===== src/rtl/fetch_pkg.sv =====
`default_nettype none
// ============================================================================
//  Module      : fetch_pkg
//  Description : Shared types, counter encodings and helpers for the
//                instruction-fetch stage and its branch target buffer.
//  Revision    : 1.0 - initial release
// ============================================================================
package fetch_pkg;

  // Machine word used for PCs, targets and instruction words
  typedef logic [31:0] word_t;

  // 2-bit saturating branch direction counter
  typedef logic [1:0] ctr_t;

  localparam ctr_t SNT = 2'b00;  // strongly not taken
  localparam ctr_t WNT = 2'b01;  // weakly not taken
  localparam ctr_t WT  = 2'b10;  // weakly taken
  localparam ctr_t ST  = 2'b11;  // strongly taken

  // Bubble inserted into IF/ID when no instruction is delivered
  localparam word_t NOP = 32'h0000_0000;

  // The tag field holds the full word address pc[31:2]. The index bits are
  // redundant with the slot position, which keeps the struct independent of
  // the BTB depth while giving the same match result as a trimmed tag.
  typedef struct packed {
    logic        valid;
    logic [29:0] tag;
    word_t       target;
    ctr_t        ctr;
  } btb_entry_t;

  // Saturating counter step toward the resolved outcome
  function automatic ctr_t ctr_next(input ctr_t c, input logic taken);
    ctr_t r;
    r = c;
    if (taken) begin
      if (c != ST) r = c + 2'd1;
    end else begin
      if (c != SNT) r = c - 2'd1;
    end
    return r;
  endfunction

endpackage
`default_nettype wire


===== src/rtl/btb.sv =====
`default_nettype none
// ============================================================================
//  Module      : btb
//  Description : Direct-mapped branch target buffer with 2-bit counters.
//                Combinational lookup port, single synchronous update port.
//                A lookup concurrent with an update sees the old entry.
//  Revision    : 1.0 - initial release
// ============================================================================
module btb
  import fetch_pkg::*;
#(
  parameter int BTB_ENTRIES = 16,
  parameter int IDX_W       = $clog2(BTB_ENTRIES)
) (
  input  logic  CLK,
  input  logic  RST,
  // lookup port
  input  word_t rd_pc_i,
  output logic  rd_hit_o,
  output word_t rd_target_o,
  // training port
  input  logic  upd_i,
  input  word_t upd_pc_i,
  input  logic  upd_taken_i,
  input  word_t upd_target_i
);

  btb_entry_t       entry_q [BTB_ENTRIES];
  btb_entry_t       entry_d;

  logic [IDX_W-1:0] w_rd_idx;
  btb_entry_t       w_rd_entry;
  logic [IDX_W-1:0] w_upd_idx;
  btb_entry_t       w_upd_entry;
  logic             w_upd_hit;
  logic             w_upd_write;

  // Byte-offset bits never participate in indexing or tagging
  logic w_unused_bits;
  assign w_unused_bits = ^{rd_pc_i[1:0], upd_pc_i[1:0]};

  assign w_rd_idx   = rd_pc_i[IDX_W+1:2];
  assign w_rd_entry = entry_q[w_rd_idx];

  // Predict taken only on a valid tag match whose counter leans taken
  assign rd_hit_o    = w_rd_entry.valid &&
                       (w_rd_entry.tag == rd_pc_i[31:2]) &&
                       w_rd_entry.ctr[1];
  assign rd_target_o = w_rd_entry.target;

  assign w_upd_idx   = upd_pc_i[IDX_W+1:2];
  assign w_upd_entry = entry_q[w_upd_idx];
  assign w_upd_hit   = w_upd_entry.valid &&
                       (w_upd_entry.tag == upd_pc_i[31:2]);

  // Compute the trained entry: allocate on a taken miss, step counter on hit
  always_comb begin
    entry_d     = w_upd_entry;
    w_upd_write = 1'b0;
    if (upd_i) begin
      if (w_upd_hit) begin
        w_upd_write = 1'b1;
        entry_d.ctr = ctr_next(w_upd_entry.ctr, upd_taken_i);
        if (upd_taken_i) entry_d.target = upd_target_i;
      end else if (upd_taken_i) begin
        w_upd_write    = 1'b1;
        entry_d.valid  = 1'b1;
        entry_d.tag    = upd_pc_i[31:2];
        entry_d.target = upd_target_i;
        entry_d.ctr    = WT;
      end
    end
  end

  // Entry storage: reset invalidates every slot, otherwise write the trained entry
  always_ff @(posedge CLK) begin
    if (RST) begin
      for (int i = 0; i < BTB_ENTRIES; i++) begin
        entry_q[i].valid <= 1'b0;
      end
    end else if (w_upd_write) begin
      entry_q[w_upd_idx] <= entry_d;
    end
  end

endmodule
`default_nettype wire


===== src/rtl/fetch_unit.sv =====
`default_nettype none
// ============================================================================
//  Module      : fetch_unit
//  Description : Instruction-fetch stage. Owns the PC, issues icache reads,
//                predicts with a BTB and applies later-stage redirects.
//                Produces the IF/ID inputs instr_i, npc_i, phit_i, bp_ai.
//  Revision    : 1.0 - initial release
// ============================================================================
module fetch_unit
  import fetch_pkg::*;
#(
  parameter word_t PC_INIT     = 32'h0000_0000,
  parameter int    BTB_ENTRIES = 16,
  localparam int   IDX_W       = $clog2(BTB_ENTRIES)
) (
  input  logic        CLK,
  input  logic        RST,
  // instruction memory
  output logic        imemREN,
  output logic [31:0] imemaddr,
  input  logic        ihit,
  input  logic [31:0] imemload,
  // pipeline control
  input  logic        pipe_en,
  input  logic        halt,
  input  logic        redirect,
  input  logic [31:0] redirect_pc,
  // predictor training
  input  logic        bpu_update,
  input  logic [31:0] bpu_pc,
  input  logic        bpu_taken,
  input  logic [31:0] bpu_target,
  // IF/ID outputs
  output logic [31:0] instr_i,
  output logic [31:0] npc_i,
  output logic        phit_i,
  output logic [31:0] bp_ai
);

  word_t pc_q, pc_d;
  logic  halted_q, halted_d;

  word_t w_pc_plus4;
  logic  w_btb_hit;
  word_t w_btb_target;
  logic  w_advance;

  btb #(
    .BTB_ENTRIES (BTB_ENTRIES),
    .IDX_W       (IDX_W)
  ) u_btb (
    .CLK          (CLK),
    .RST          (RST),
    .rd_pc_i      (pc_q),
    .rd_hit_o     (w_btb_hit),
    .rd_target_o  (w_btb_target),
    .upd_i        (bpu_update),
    .upd_pc_i     (bpu_pc),
    .upd_taken_i  (bpu_taken),
    .upd_target_i (bpu_target)
  );

  assign w_pc_plus4 = pc_q + 32'd4;
  assign w_advance  = ihit && pipe_en && !halted_q;

  assign imemREN  = !halted_q;
  assign imemaddr = pc_q;

  assign phit_i  = w_btb_hit;
  assign bp_ai   = w_btb_hit ? w_btb_target : w_pc_plus4;
  assign npc_i   = w_pc_plus4;
  assign instr_i = (ihit && !halted_q) ? imemload : NOP;

  // Next-PC selection: redirect beats halt, halt beats a completed fetch
  always_comb begin
    pc_d     = pc_q;
    halted_d = halted_q;
    if (redirect) begin
      pc_d     = redirect_pc;
      halted_d = 1'b0;
    end else if (halt) begin
      halted_d = 1'b1;
    end else if (w_advance) begin
      pc_d = bp_ai;
    end
  end

  // PC and halt flag registers; reset overrides any pending fetch
  always_ff @(posedge CLK) begin
    if (RST) begin
      pc_q     <= PC_INIT;
      halted_q <= 1'b0;
    end else begin
      pc_q     <= pc_d;
      halted_q <= halted_d;
    end
  end

endmodule
`default_nettype wire


===== config.mk =====
export PLATFORM = sky130hd
export DESIGN_NAME = fetch_unit
export DESIGN_NICKNAME = d
export VERILOG_FILES = /design/src/rtl/fetch_pkg.sv /design/src/rtl/btb.sv /design/src/rtl/fetch_unit.sv
export SDC_FILE = /design/constraint.sdc
export NUM_CORES = 1
export LEC_CHECK = 0
export CAP_MARGIN = 15
export CORE_AREA = 4 4 371 373
export DETAILED_ROUTE_END_ITERATION = 8
export DIE_AREA = 0 0 375 377
export GPL_TIMING_DRIVEN = 0
export PLACE_DENSITY = 0.63
export SETUP_SLACK_MARGIN = 0.1
export SLEW_MARGIN = 10
export SYNTH_ARGS = -nofsm -noshare
export SYNTH_HDL_FRONTEND = slang
export SYNTH_SLANG_ARGS = --single-unit

===== constraint.sdc =====
create_clock -name CLK -period 24.8 [get_ports CLK]
set_clock_uncertainty 0.15 [all_clocks]
set_input_delay 2.48 -clock CLK [delete_from_list [all_inputs] [get_ports CLK]]
set_output_delay 2.48 -clock CLK [all_outputs]
set_load 0.05 [all_outputs]

### Yosys cells after proc, flatten, opt, wreduce, memory -nomap -nowiden

Memory sizes are Yosys's and may differ from the RTL's. A register that Yosys moved wholly into a read port is not among the register bits.
Index checks and enable logic that the tools add are counted.

| word-level totals | value |
|---|---|
| flip-flop bits (word level) | 33 |
| bits in writable memories | 1040 |
| bits of input ports | 136 |
| output and inout bits | 130 |
| word-level logic and storage cells | 48 |
| memories | 1 |

| operators by class | value |
|---|---|
| add/sub/neg operators | 3 |
| equality and inequality tests | 4 |
| multiplexer cells | 26 |
| reductions and logical operators | 12 |

Memory list:

| memory | depth | bits a word | rd ports | clocked after Yosys merged registers in | wr ports | RTL line | text |
|---|---|---|---|---|---|---|---|
| u_btb.entry_q | 16 | 65 | 2 | 1 | 16 | btb.sv:28 | `btb_entry_t entry_q [BTB_ENTRIES];` |

Operators with widths:

| cell | number |
|---|---|
| 65-bit 2-to-1 mux | 3 |
| 32-bit 2-to-1 mux | 6 |
| 65-bit OR reduction | 1 |
| 30-bit == test | 2 |
| 34-bit 2-to-1 mux | 1 |
| 32-bit by 3-bit adder with 32-bit output, second input constant | 1 |
| 31-bit 2-to-1 mux | 1 |
| 4-bit 2-to-1 mux | 3 |
| 1-bit 2-to-1 mux | 8 |
| 2-bit 2-to-1 mux | 4 |
| 1-bit logical AND | 6 |
| 2-bit nonzero test | 2 |
| 2-bit by 1-bit adder with 2-bit output, second input constant | 1 |
| 2-bit by 1-bit != test with 1-bit output, second input constant | 1 |
| 2-bit != test, second input constant | 1 |
| 2-bit AND reduction | 1 |
| 2-bit OR reduction | 1 |
| 2-bit by 1-bit subtractor with 2-bit output, second input constant | 1 |
| 1-bit logical NOT | 1 |

### Logic depth before layout (Yosys ltp)

An unclocked memory read counts as a cell.

| depth | value |
|---|---|
| depth after elaboration | 10 |
| mapped depth | 16 |
| depth with buffers taken out | 10 |

### Hierarchy

Synthesis repeated with hierarchy kept, for this count alone.

| unflattened totals | value |
|---|---|
| cells, all modules | 2954 |
| area, all modules | 53304.9 um^2 |

By module, submodules not included:

| module | times used | cells an instance | area each (um^2) | sequential area each (um^2) |
|---|---|---|---|---|
| btb | 1 | 2517 | 50126.8 | 31230.0 |
| fetch_unit | 1 | 437 | 3178.0 | 660.6 |

### Worst setup path before layout

No wires, ideal clock.

| path | value |
|---|---|
| kind | input to register |
| from | in bpu_pc[2] |
| to | mem u_btb.entry_q[5][0] (netlist bit) (enable) |
| library setup time | 0.565 ns |
| arrival | 9.601 ns |
| data required time | 24.085 ns |
| slack | 14.484 ns |
| stages on the path | 13 |
| path buffers | 4 |
| cell sequence | buf_2 -> buf_2 -> buf_2 -> mux4_2 -> a222oi_1 -> a31oi_1 -> o21ai_0 -> o211ai_1 -> nor4b_4 -> a21o_1 -> nand4_1 -> clkbuf_1 -> nor3_1 |

RTL lines:

| item | RTL line | text |
|---|---|---|
| start: declaration | fetch_unit.sv:30 | `input logic [31:0] bpu_pc,` |
| end: declaration | btb.sv:28 |  |

==> impl_metrics.yaml <==
cts:
  htreeDepth: 3
  cts_buffer_depth: 3
  cts_tree: "built"
  clock-root-buffer: "clkbuf_16"
  clk_latency_ns: 0.75
  cts.repair.resized: 0
  cts_sinks: 1077
  cts_buffers: 111
  cts_setup_buffers: 0
  clk_pin_slew_ns: 0.06
  holdBufCountCts: 0
pwr:
  power.total_mw: 4.39
  p_leak_nw: 20.1
  peakVddDrop_v: 0.0000527
  power_density_nw_per_um2: 69.4
hold_path:
  min-delay-start: "halted_q$_SDFFE_PP0P_"
  whs_endpoint: "halted_q$_SDFFE_PP0P_"
  min_path_type: "reg -> reg"
  holdPathStages: 1
yosys:
  yosys_most_used_dff: "edfxtp_1"
  synth_seq_area_share: 0.598
  yosys_warnings: 0
  yosys.cell_types.count: 87
  synth-edff-count: 1040
  ys_ff_latch: 1077
  async_reset_ff_frac: 0
  syn_inst: 2871
  syn_area_per_cell_um2: 18.6
  syn_area_um2: 53500
  synth_nets: 3008
worst_setup_path:
  r2r_slack_ns: 18.52
  path_max_fanout: 10
  startpoint_type: "flip-flop"
  criticalPathCategory: "reg -> out"
  end_kind: "output port"
  arrival_ns: 7.34
  crit_required_ns: 22.17
  rr_endpoint: "imemaddr[5]$_SDFFE_PP0P_"
  reg2regPathDepth: 10
timing:
  max_slew.worst_pin.slew_ns: 1.35
  hold_viol: 0
  setup_tns_ns: 0
  fin_crit_ns: 9.97
  fin_crit_sh: 0.402
  setup_viol_count_final: 0
  slew_headroom: 0.0915
  rsz0062_at_grt: "false"
  setup_ws_ns: 14.83
  fmax_mhz: 100
  final_max_slew_viol_count: 0
floorplanning:
  fp.dieH_um: 377
  core_um2: 135000
  num_io_pins: 266
  start_util: 0.397
  rows: 135
  dieArea_um2: 141000
  die_w_um: 375
grt:
  grtUsageTotal: 0.285
  met2_usage: 0.412
  grt_pass1_vias: 34400
  antenna_found_initial: 10
  met1_usage: 0.382
  grt.overflow.total: 0
  busiest_layer: "met2"
  use_met3: 0.114
  grt_max_degree: 32
  grt_pass1_wl_um: 279000
job:
  drv_cap: 0
drt:
  num_vias: 35100
  drc_errors: 0
  drt-total-wl_um: 205000
  ant_nets: 0
  dr.pass1.iters: 8
  vias_per_cell: 6.75
  wl_per_cell_um: 39.5
  first_iter_violations: 6031
layout:
  area_delta_synth_final_pct: 18.4
  fin_util: 0.470
  fin_nets: 3451
  fin_cells: 5195
  post_route_cells_drive_above_1_share: 0.314
place:
  routabilityCongestion: 1.01
  hpwl_um: 143000
  dp_cells: 4979
  pre_cts_slack_ns: 15.63
  io_buffers: 259
status:
  outcome: "finished clean"
-- state kept, by name, indices dropped and copies added (netlist names), named ones only --
| signal | cells |
|---|---|
| halted_q | 1 |
| imemaddr | 32 |
| u_btb.entry_q | 1040 |
-- per-layer routing --
layer | wire [um] | up-vias
met1 | 75100 | 18400
li1 | - | 13100
met3 | 31200 | 571
met4 | 10700 | 6
met5 | 46 | -
met2 | 87900 | 3002
-- how the worst max path moves through the flow --
stage | from | end | slack (ns)
6_report | flip-flop | bp_ai[5] | 14.83
5_1_grt | flip-flop | bp_ai[5] | 15.04
4_1_cts | flip-flop | bp_ai[31] | 15.28
3_5_place_dp | bpu_pc[5] | u_btb.entry_q[15][21]$_DFFE_PP_ | 15.63
3_3_place_gp | bpu_pc[5] | u_btb.entry_q[5][21]$_DFFE_PP_ | 4.07
2_1_floorplan | bpu_pc[2] | u_btb.entry_q[5][0]$_DFFE_PP_ | 14.48
-- final cells by class --
cell class | count | area [um2]
antenna | 3 | 7.51
buffer | 236 | 1160
clock buffer | 132 | 2960
clock inverter | 78 | 776
fill | 11200 | 71300
inverter | 37 | 139
multi-input combinational | 1521 | 20300
sequential | 1077 | 32000
tap | 1781 | 2230
timing repair buffer | 330 | 3780
-- cells in the final DEF, fill, tap and decap left out, drive strengths merged, types with 13 or more instances in the layout --
cell           count
mux4             566
and2              51
mux2             113
mux2i            141
nor3              15
dfxtp             37
nand3             39
edfxtp          1040
nand4             13
and3              40
xor2              32
buf              204
a21oi             28
nand2             98
nor2              44
clkbuf           235
o211ai            16
xnor2             54
clkinv            54
inv               37
a22oi             21
a32o              20
a31o              26
clkdlybuf4s50    259
o21ai             27
-- worst max-delay path, cell delays in order (launching register included) --
cell and delay, ns:
dfxtp_1 0.61, buf_2 0.60, clkinv_1 0.75, buf_2 0.57
mux2i_1 0.47, xor2_1 0.25, a41oi_1 0.25, or4_1 0.64
nor4_4 0.90, mux2_2 0.62, clkdlybuf4s50_1 0.90
-- power breakdown --
part / switching [mW] / total [mW] / leakage (nW) / internal [mW]
combinational: 0.382 / 0.603 / 8.65 / 0.221
clock: 0.751 / 1.73 / 1.81 / 0.979
sequential: 0.0156 / 2.06 / 9.66 / 2.04
-- kinds of logic (layout without fill, tap and decap cells) --
family          after synthesis  in the layout  share of synthesized area
fa+ha+maj                     2              2                   0.000421
simple gates                367            367                     0.0376
buf+inv                     273            813                     0.0241
flops                      1077           1077                      0.598
other cells                   0              3                          0
mux                         820            820                      0.290
xor+xnor                     86             86                     0.0141
compound gates              246            246                     0.0355
-- synthesized netlist by cell type (28+ instances only) --
library cell | n | area share
and2_1 | 51 | 0.0060
and3_1 | 40 | 0.0047
buf_1 | 28 | 0.0020
buf_2 | 73 | 0.0068
clkbuf_1 | 103 | 0.0072
dfxtp_1 | 37 | 0.014
edfxtp_1 | 1040 | 0.58
inv_1 | 34 | 0.0024
mux2_2 | 93 | 0.020
mux2i_1 | 141 | 0.026
mux4_2 | 557 | 0.23
nand2_1 | 98 | 0.0069
nand3_1 | 39 | 0.0036
nor2_1 | 44 | 0.0031
xnor2_1 | 54 | 0.0088
xor2_1 | 32 | 0.0052
-- metrics by stage --
stage / hold WS, ns / cell area [um2]
finish: 0.363 / 63300
global route: 0.387 / 63300
CTS: 0.361 / 63300
detailed placement: 0.346 / 59500
global placement: 0.336 / 58300
floorplan: 0.313 / 53500
Note: power is estimated with default switching activity, not from simulation.
==> patch, RTL diff (config.mk and constraints unchanged) <==
`BTB_ENTRIES` is set to 16 in 2 places; all go to 8.
--- a/src/rtl/btb.sv
+++ b/src/rtl/btb.sv
@@ -9,7 +9,7 @@
 module btb
   import fetch_pkg::*;
 #(
-  parameter int BTB_ENTRIES = 16,
+  parameter int BTB_ENTRIES = 8,
   parameter int IDX_W       = $clog2(BTB_ENTRIES)
 ) (
   input  logic  CLK,
--- a/src/rtl/fetch_unit.sv
+++ b/src/rtl/fetch_unit.sv
@@ -10,7 +10,7 @@
   import fetch_pkg::*;
 #(
   parameter word_t PC_INIT     = 32'h0000_0000,
-  parameter int    BTB_ENTRIES = 16,
+  parameter int    BTB_ENTRIES = 8,
   localparam int   IDX_W       = $clog2(BTB_ENTRIES)
 ) (
   input  logic        CLK,
Function: not settled (the Yosys comparison gave no result); the edit may change what the design does.
==> patch against the original RTL <==
- setup slack got worse by 0.37 ns
- sequential cell count decreased by 521
- global-route usage decreased by 13 points
- total power decreased by 47%
- sequential power decreased by 48%
- design area decreased by 44%
- synthesized area decreased by 47%
- non-clock buffer count decreased by 104
- wire length decreased by 45%
- largest cell class unchanged
==> patch: results <==
group,metric,value,unit
status,status,"finished, final reports clean",
power_and_ir_drop,vdd_drop_max,44.8,µV
cells_and_area,clk_share,5.35,%
cts,cts_sinks,556,
logic_synthesis,synth-edff-count,520,
logic_synthesis,synth.cells.most_frequent,"520 x edfxtp_1, 187 x mux2i_1, 159 x mux4_2, 131 x nor2_1, 91 x clkbuf_1",
power_and_ir_drop,leakagePower,11.7,nW
global_routing,grt_pass1_vias,20200,
cells_and_area,seqCellArea,16300,µm²
logic_synthesis,synth_compound_area_share,8.11,%
critical_path,slowest_stage,"clkdlybuf4s50_1",
critical_path,cpPeakStageDelay,0.95,ns
cells_and_area,drive_above_1_share,17.5,%
logic_synthesis,avgSynthCellArea,14.7,µm²
cells_and_area,num-clock-buffers,63,
global_routing,grt_pass1_wl,156000,µm
cells_and_area,final_core_util,26.5,%
place,dpl.cell_count,4014,
logic_synthesis,synthMuxAreaShare,22.0,%
logic_synthesis,netlist_top_cells_area,"edfxtp_1 55%, mux4_2 13%, mux2i_1 6.6%",
logic_synthesis,synthXorXnorAreaFrac,2.30,%
cells_and_area,diodes,7,
place,dpl_cell_area,33700,µm²
cells_and_area,fill_cells,13700,
route,wl_per_cell,27.4,µm
place,hpwl,85000,µm
route,drtIter0Drc,2924,
power_and_ir_drop,swShare,26.3,%
global_routing,grt_use_total,15.3,%
place,preCtsSetupSlack,15.07,ns
[patch: changes by cell type in the layout (fill, tap and decap cells not counted), moves of 22 or more]
| cell | delta |
|---|---|
| a21oi_1 | +25 |
| a221oi_1 | +34 |
| a22oi_1 | +52 |
| and3_1 | -26 |
| buf_2 | -61 |
| clkbuf_16 | -59 |
| clkinv_2 | -22 |
| edfxtp_1 | -520 |
| mux2_2 | -29 |
| mux2i_1 | +46 |
| mux4_2 | -398 |
| nand2_1 | -25 |
| nor2_1 | +86 |
[patch: per-layer routing]
metal	part of all wire [%]	track usage (%)	vias to the layer above
li1	-	-	8432
met2	47	25.3	1472
met4	4.7	6.28	4
met3	12	3.74	234
met5	0.024	0	-
met1	37	19.2	10500
[patch: path summary, 6_finish.rpt]
check | endpoint | slack, ns | cells past startpoint
setup / recovery | bp_ai[27] | 14.46 | 13
hold reg to reg | halted_q | 0.35 | 1
setup reg to reg | imemaddr[27] | 18.23 | 13
hold / removal | halted_q | 0.35 | 1
